==> config.mk <==
export PLATFORM = sky130hd
export DESIGN_NAME = hazard_sched
export DESIGN_NICKNAME = d
export VERILOG_FILES = /design/src/rtl/hazard_sched.sv
export SDC_FILE = /design/constraint.sdc
export NUM_CORES = 1
export LEC_CHECK = 0
export CAP_MARGIN = 20
export CORE_ASPECT_RATIO = 2
export CORE_MARGIN = 4
export CORE_UTILIZATION = 29
export CTS_BUF_LIST = sky130_fd_sc_hd__clkbuf_16
export DETAILED_ROUTE_END_ITERATION = 8
export PLACE_DENSITY = 0.79
export SLEW_MARGIN = 0
export SYNTH_ARGS = -nofsm -noshare
export SYNTH_HDL_FRONTEND = slang
export SYNTH_SLANG_ARGS = --single-unit
==> constraint.sdc <==
create_clock -name CLK -period 2.1 [get_ports CLK]
set_clock_uncertainty 0.15 [all_clocks]
set_input_delay 0.525 -clock CLK [delete_from_list [all_inputs] [get_ports CLK]]
set_output_delay 0.525 -clock CLK [all_outputs]
set_load 0.01 [all_outputs]
==> src/rtl/hazard_sched.sv <==
// Hazard scheduler: stall/flush/hold controls, E-stage forwarding, mul/div occupancy FSM with watchdog, post-reset fill guard; HAZARD_PERF_EN adds perf counters.
// Latency: all controls combinational from registered state and current inputs (0 cycles).
// Backpressure: Busy holds ID/EX onward, StallF/StallD hold PC and IF/ID while a multicycle op runs or on load-use.
module hazard_sched #(
  parameter int RESET_HOLD = 2,
  parameter int MC_TIMEOUT = 64,
  parameter int CNT_W      = 32
) (
  input  logic             CLK,
  input  logic             RESET,
  input  logic [4:0]       rs1D,
  input  logic [4:0]       rs2D,
  input  logic [4:0]       rs1E,
  input  logic [4:0]       rs2E,
  input  logic [4:0]       rdE,
  input  logic [4:0]       rdM,
  input  logic [4:0]       rdW,
  input  logic             RegWriteE,
  input  logic             RegWriteM,
  input  logic             RegWriteW,
  input  logic             MemtoRegE,
  input  logic             MispredE,
  input  logic             MCycleStartE,
  input  logic             MCycleDone,
  output logic             StallF,
  output logic             StallD,
  output logic             FlushD,
  output logic             FlushE,
  output logic             Busy,
  output logic             MCycleGo,
  output logic [1:0]       ForwardAE,
  output logic [1:0]       ForwardBE,
  output logic             McTimeout,
  output logic [CNT_W-1:0] PerfStall,
  output logic [CNT_W-1:0] PerfFlush,
  output logic [CNT_W-1:0] PerfBusy
);

  localparam int HOLD_W = (RESET_HOLD > 0) ? $clog2(RESET_HOLD + 1) : 1;
  localparam int WD_W   = (MC_TIMEOUT > 1) ? $clog2(MC_TIMEOUT) : 1;
  localparam logic [HOLD_W-1:0] HOLD_INIT = HOLD_W'(RESET_HOLD);
  localparam logic [WD_W-1:0]   WD_LAST   = WD_W'(MC_TIMEOUT - 1);

  typedef enum logic {IDLE, MC_RUN} state_t;

  state_t            state, state_nxt;
  logic [HOLD_W-1:0] hold_cnt;
  logic [WD_W-1:0]   wd_cnt, wd_nxt;
  logic              holding;
  logic              busy;
  logic              go;
  logic              timeout_set;
  logic              load_use;

  assign holding  = (hold_cnt != '0);
  assign load_use = MemtoRegE && RegWriteE && (rdE != 5'd0) &&
                    ((rdE == rs1D) || (rdE == rs2D));

  // Occupancy FSM; frozen during reset and the fill guard.
  always_comb begin
    state_nxt   = state;
    wd_nxt      = wd_cnt;
    busy        = 1'b0;
    go          = 1'b0;
    timeout_set = 1'b0;
    if (!RESET && !holding) begin
      case (state)
        IDLE: begin
          if (MCycleStartE && !MispredE) begin
            go        = 1'b1;
            busy      = 1'b1;
            state_nxt = MC_RUN;
            wd_nxt    = '0;
          end
        end
        MC_RUN: begin
          if (MCycleDone) begin
            state_nxt = IDLE;
          end else if (wd_cnt == WD_LAST) begin
            timeout_set = 1'b1;
            state_nxt   = IDLE;
          end else begin
            busy   = 1'b1;
            wd_nxt = wd_cnt + WD_W'(1);
          end
        end
        default: state_nxt = IDLE;
      endcase
    end
  end

  always_comb begin
    StallF   = 1'b0;
    StallD   = 1'b0;
    FlushD   = 1'b0;
    FlushE   = 1'b0;
    Busy     = busy;
    MCycleGo = go;
    if (RESET || holding) begin
      FlushD = 1'b1;
      FlushE = 1'b1;
    end else if (busy) begin
      StallF = 1'b1;
      StallD = 1'b1;
    end else if (MispredE) begin
      FlushD = 1'b1;
      FlushE = 1'b1;
    end else if (load_use) begin
      StallF = 1'b1;
      StallD = 1'b1;
      FlushE = 1'b1;
    end
  end

  // M-stage result is newer than W, so it wins; x0 is hardwired zero.
  always_comb begin
    ForwardAE = 2'b00;
    ForwardBE = 2'b00;
    if (RegWriteM && (rdM != 5'd0) && (rdM == rs1E))      ForwardAE = 2'b10;
    else if (RegWriteW && (rdW != 5'd0) && (rdW == rs1E)) ForwardAE = 2'b01;
    if (RegWriteM && (rdM != 5'd0) && (rdM == rs2E))      ForwardBE = 2'b10;
    else if (RegWriteW && (rdW != 5'd0) && (rdW == rs2E)) ForwardBE = 2'b01;
  end

  always_ff @(posedge CLK) begin
    if (RESET) begin
      state     <= IDLE;
      hold_cnt  <= HOLD_INIT;
      wd_cnt    <= '0;
      McTimeout <= 1'b0;
    end else begin
      state  <= state_nxt;
      wd_cnt <= wd_nxt;
      if (holding)     hold_cnt  <= hold_cnt - HOLD_W'(1);
      if (timeout_set) McTimeout <= 1'b1;
    end
  end

`ifdef HAZARD_PERF_EN
  logic             stall_evt;
  logic             flush_evt;
  logic [CNT_W-1:0] perf_stall_q, perf_flush_q, perf_busy_q;

  assign stall_evt = !RESET && !holding && !busy && !MispredE && load_use;
  assign flush_evt = !RESET && !holding && !busy && MispredE;

  always_ff @(posedge CLK) begin
    if (RESET) begin
      perf_stall_q <= '0;
      perf_flush_q <= '0;
      perf_busy_q  <= '0;
    end else begin
      if (stall_evt && (perf_stall_q != '1)) perf_stall_q <= perf_stall_q + CNT_W'(1);
      if (flush_evt && (perf_flush_q != '1)) perf_flush_q <= perf_flush_q + CNT_W'(1);
      if (busy && (perf_busy_q != '1))       perf_busy_q  <= perf_busy_q + CNT_W'(1);
    end
  end

  assign PerfStall = perf_stall_q;
  assign PerfFlush = perf_flush_q;
  assign PerfBusy  = perf_busy_q;
`else
  assign PerfStall = '0;
  assign PerfFlush = '0;
  assign PerfBusy  = '0;
`endif

endmodule

---- Word level (Yosys, flattened, before mapping) ----
Index checks and enable logic that the tools add are counted.
word-level totals
  register bits ........................... 10
  bits of input ports ..................... 44
  output and inout bits ................... 107
  word-level logic and storage cells ...... 67
operators by class
  $add $sub $neg .......................... 2
  equal/unequal tests ..................... 10
  multiplexer cells ....................... 29
  bitwise gates (word level) .............. 1
  reductions and logical operators ........ 21
operator list
  kind                                              count
  == test 5 bit                                     6
  2-to-1 mux 1 bit                                  22
  2-to-1 mux 6 bit                                  3
  nonzero test 5 bit                                3
  one-hot mux 6 bit (2 select lines)                1
  logical AND 1 bit                                 11
  adder 6 x 1 -> 6 bit, second input constant       1
  == test 6 bit, second input constant              1
  != test 2 bit, second input constant              3
  2-to-1 mux 2 bit                                  2
  AND reduction 4 bit                               1
  logical NOT 1 bit                                 3
  logical OR 1 bit                                  2
  one-hot mux 1 bit (2 select lines)                1
  nonzero test 2 bit                                1
  subtractor 2 x 1 -> 2 bit, second input constant  1
  inverter 1 bit                                    1

---- Longest topological paths before layout ----
  depth after elaboration ................. 7
  mapped depth ............................ 7
  depth with buffers taken out ............ 7

---- Worst setup path after synthesis ----
OpenSTA, ideal clock, no wires.
  path type ............................... input -> output
  start point ............................. input rdM[1]
  end point ............................... output ForwardAE[0]
  arrival time ............................ 1669 ps
  required time ........................... 1425 ps
  slack ................................... -244 ps
  stages .................................. 4
  buffers on the path ..................... 0
  cell sequence ........................... or4_1 > o21ai_2 > nor4_1 > nor4_2
between the ends
  word-level cells in the longest chain between the ends .. 4
  elaborated cells between the ends (all ways) .. 5
  those cells by class .................... eq/ne (1); mux (1); reduce/logical (3)
ends and longest elaborated chain
  element              RTL line  text
  start: declaration   16        input logic [4:0] rdM,
  nonzero test 5 bit   119       if (RegWriteM && (rdM != 5'd0) && (rdM == rs1E)) ForwardAE = 2'b10;
  logical AND 1 bit    119
  logical AND 1 bit *  119
  2-to-1 mux 2 bit *   119
  end: declaration     31        output logic [1:0] ForwardAE,
Mark *: on every way between the ends. The rest lies on a longest branch, timed or not.

---- Final worst setup path ----
  start point ............................. input rdM[2]
  end point ............................... output ForwardBE[0]
between the ends
  word-level cells in the longest chain between the ends .. 4
  elaborated cells between the ends (all ways) .. 5
  those cells by class .................... eq/ne (1); mux (1); reduce/logical (3)
ends and longest elaborated chain
  element              RTL line  text
  nonzero test 5 bit   121       if (RegWriteM && (rdM != 5'd0) && (rdM == rs2E)) ForwardBE = 2'b10;
  logical AND 1 bit    121
  logical AND 1 bit *  121
  2-to-1 mux 2 bit *   121
  end: declaration     32        output logic [1:0] ForwardBE,
Marks and branches as above.

==> out/qor.csv <==
metric,value,unit
status,"complete, but fails checks",
failing checks,setup timing,
pwr/cell area,455.4,mW/mm2
Ys Warns,0,
critical path buffer and inverter count,2,
peak per-stage delay on the critical path,530,ps
DRC,0,
P&R area growth vs syn,42.70,%
CP cell instances,buf_6 > or4_4 > o21ai_4 > nor4_4 > nor4_4 > buf_2,
setup tns final,-2450,ps
Setup crit start kind,primary input,
Worst path slowest cell,or4_4,
f_max,392.1,MHz
CTS Buffer Depth,2,
Crit. End Element,output pin,
initial antenna violation count,0,
"Clk pin slew, worst setup/hold paths",40,ps
CP arrival,1880,ps
Placer Congestion,0.8319,
Initial Util,30.13,%
largest delay contributor family on the critical path,simple AND/OR/NAND/NOR gates,
placed instance area,0.002185,mm2
routed vias,1477,
routed length per instance,12.38,um
Netlist Area Pre-Place,0.001662,mm2
largest net degree at the start of global routing,8,
Routed WL,4.519,mm
max-slew violation count,0,
Post-Layout Cell Count,365,
TritonCTS Buffers,3,
Cells after DPL,356,
first-pass GRT wire length,5.865,mm
Post-Syn Instances,213,
peak supply drop,0.5275,mV
vias in the first global route,1364,
htree depth,1,
Final setup viols,9,
CTS tree,built,
period utilisation layout,121.5,%
CORE AREA,0.005515,mm2
"EDFF count, synth",0,
DR pass1 iterations,4,
die height,115.0,um
final core occ,42.99,%
RSZ-0062 raised after global routing,true,
ys flop type,dfxtp_1,
CP Max Fanout,3,
drt initial violations,21,
post-synthesis sequential area ratio,12.05,%
post-synthesis register bit count,10,
GRT overflow,0,
max-cap violation count,0,
Syn Area/Cell,7.801,um2
Area contributors post-synth,"buf_4 (44%), dfxtp_1 (12%), xnor2_1 (8.4%)",
Pleak,1.154,nW
root buf cell,clkbuf_16,
# diodes,0,
final worst slack,-450.6,ps
vias per cell,4.047,
clk sinks,10,
crit path kind,primary input to output pin,
layout cells sized above 1,33.77,%
Netlist cell types,34,
Finished Cell Area,0.002371,mm2
fraction of registers with async set/reset,0,%
Yosys top cell by area,buf_4,
io pins,151,
I/O Buffers,54,
Routed Antenna Nets,0,
Die X,61.53,um
die area,0.007078,mm2
min Tclk post-route,2551,ps
GRT Resource Usage Total,11.05,%
"Hold Violations, Final",0,
Std-Cell Rows,38,
Layout Nets,353,
Critical Path RT,1420,ps
worst skew pair latency,240,ps
most frequent cells in the layout,"conb_1 (96), buf_4 (34), buf_2 (16)",
Hold Path Class,register to register,
post-synth top area share,43.83,%
Most common cell on crit path,nor4_4,
"most common cell after layout, fill and taps aside",conb_1,
hpwl dp,3.781,mm
[per-layer routing]
| metal | wire length, um | track usage, % | part of all wire [%] | vias to the layer above |
|---|---|---|---|---|
| met5 | 0 | 0 | 0 | - |
| met1 | 1067 | 7.191 | 24 | 656 |
| met2 | 2636 | 24.70 | 58 | 114 |
| met4 | 123 | 5.241 | 2.7 | 0 |
| met3 | 692 | 1.685 | 15 | 9 |
| li1 | - | - | - | 698 |
[cell usage after synthesis (all sizes together) (2+ instances only)]
library cell,n
nor2,9
or2,2
nand2,7
nand3,6
ha,2
xor2,15
mux2i,2
or4,6
a31oi,2
nor3b,3
o21ai,6
dfxtp,10
inv,5
nor4,4
a22oi,2
buf,98
a21oi,7
xnor2,16
[kinds of logic after synthesis]
group	synth area share, %
simple gates	14.99
xor+xnor	16.34
flops	12.05
fa+ha+maj	1.506
buf+inv	45.48
compound gates	8.208
other cells	0.2257
mux	1.205
[worst register-to-register path, stage by stage, from the launching register on]
cell and delay [ps]:
dfxtp_2 310, inv_2 80, ha_4 150, nor3b_4 190
and3b_2 230, buf_6 110, nor2_4 40, buf_6 110
buf_4 120, buf_4 130, a22oi_1 140, nor2_1 50
[where the power goes]
part / internal, mW / total (mW) / switching [mW]
sequential: 0.213 / 0.224 / 0.0102
clock: 0.247 / 0.336 / 0.0892
combinational: 0.245 / 0.520 / 0.276
total: 0.705 / 1.08 / 0.375
[through the flow]
stage               power, mW  hold slack [ps]  worst slack (ps)
finish                  1.080            356.3            -450.6
global placement       0.6648            307.2             -1284
CTS                     1.051            354.3            -498.6
floorplan              0.5922            321.7            -100.0
detailed placement     0.6764            345.1             -1276
global route            1.150            408.8            -508.4
[repair_timing]
action | in CTS | in global routing
pin swaps | 31 | 13
buffers inserted | 5 | 3
resized for setup | 171 | 17
endpoints found under the setup margin | 10 | 9
hold buffers | 0 | 0
[sequential cells by signal, indices dropped and copies added, names as in the netlist]
signal,flops
McTimeout,1
hold_cnt,2
state,1
wd_cnt,6
[cell type report]
cell class,count,area (um2)
Inverter,5,18.77
Multi-Input combinational cell,194,1250
Sequential cell,10,202.7
Tap cell,60,75.07
Fill cell,528,3144
Timing Repair Buffer,93,749.5
Clock buffer,3,75.07
[worst paths after layout]
kind / from / endpoint / slack (ps) / cells after the start
hold reg to reg: McTimeout / McTimeout / 360 / 2
setup / recovery: rdM[2] / ForwardBE[0] / -450 / 6
hold / removal: McTimeout / McTimeout / 360 / 2
setup reg to reg: hold_cnt[1] / wd_cnt[1] / 180 / 11
Note: power is estimated with default switching activity, not from simulation.
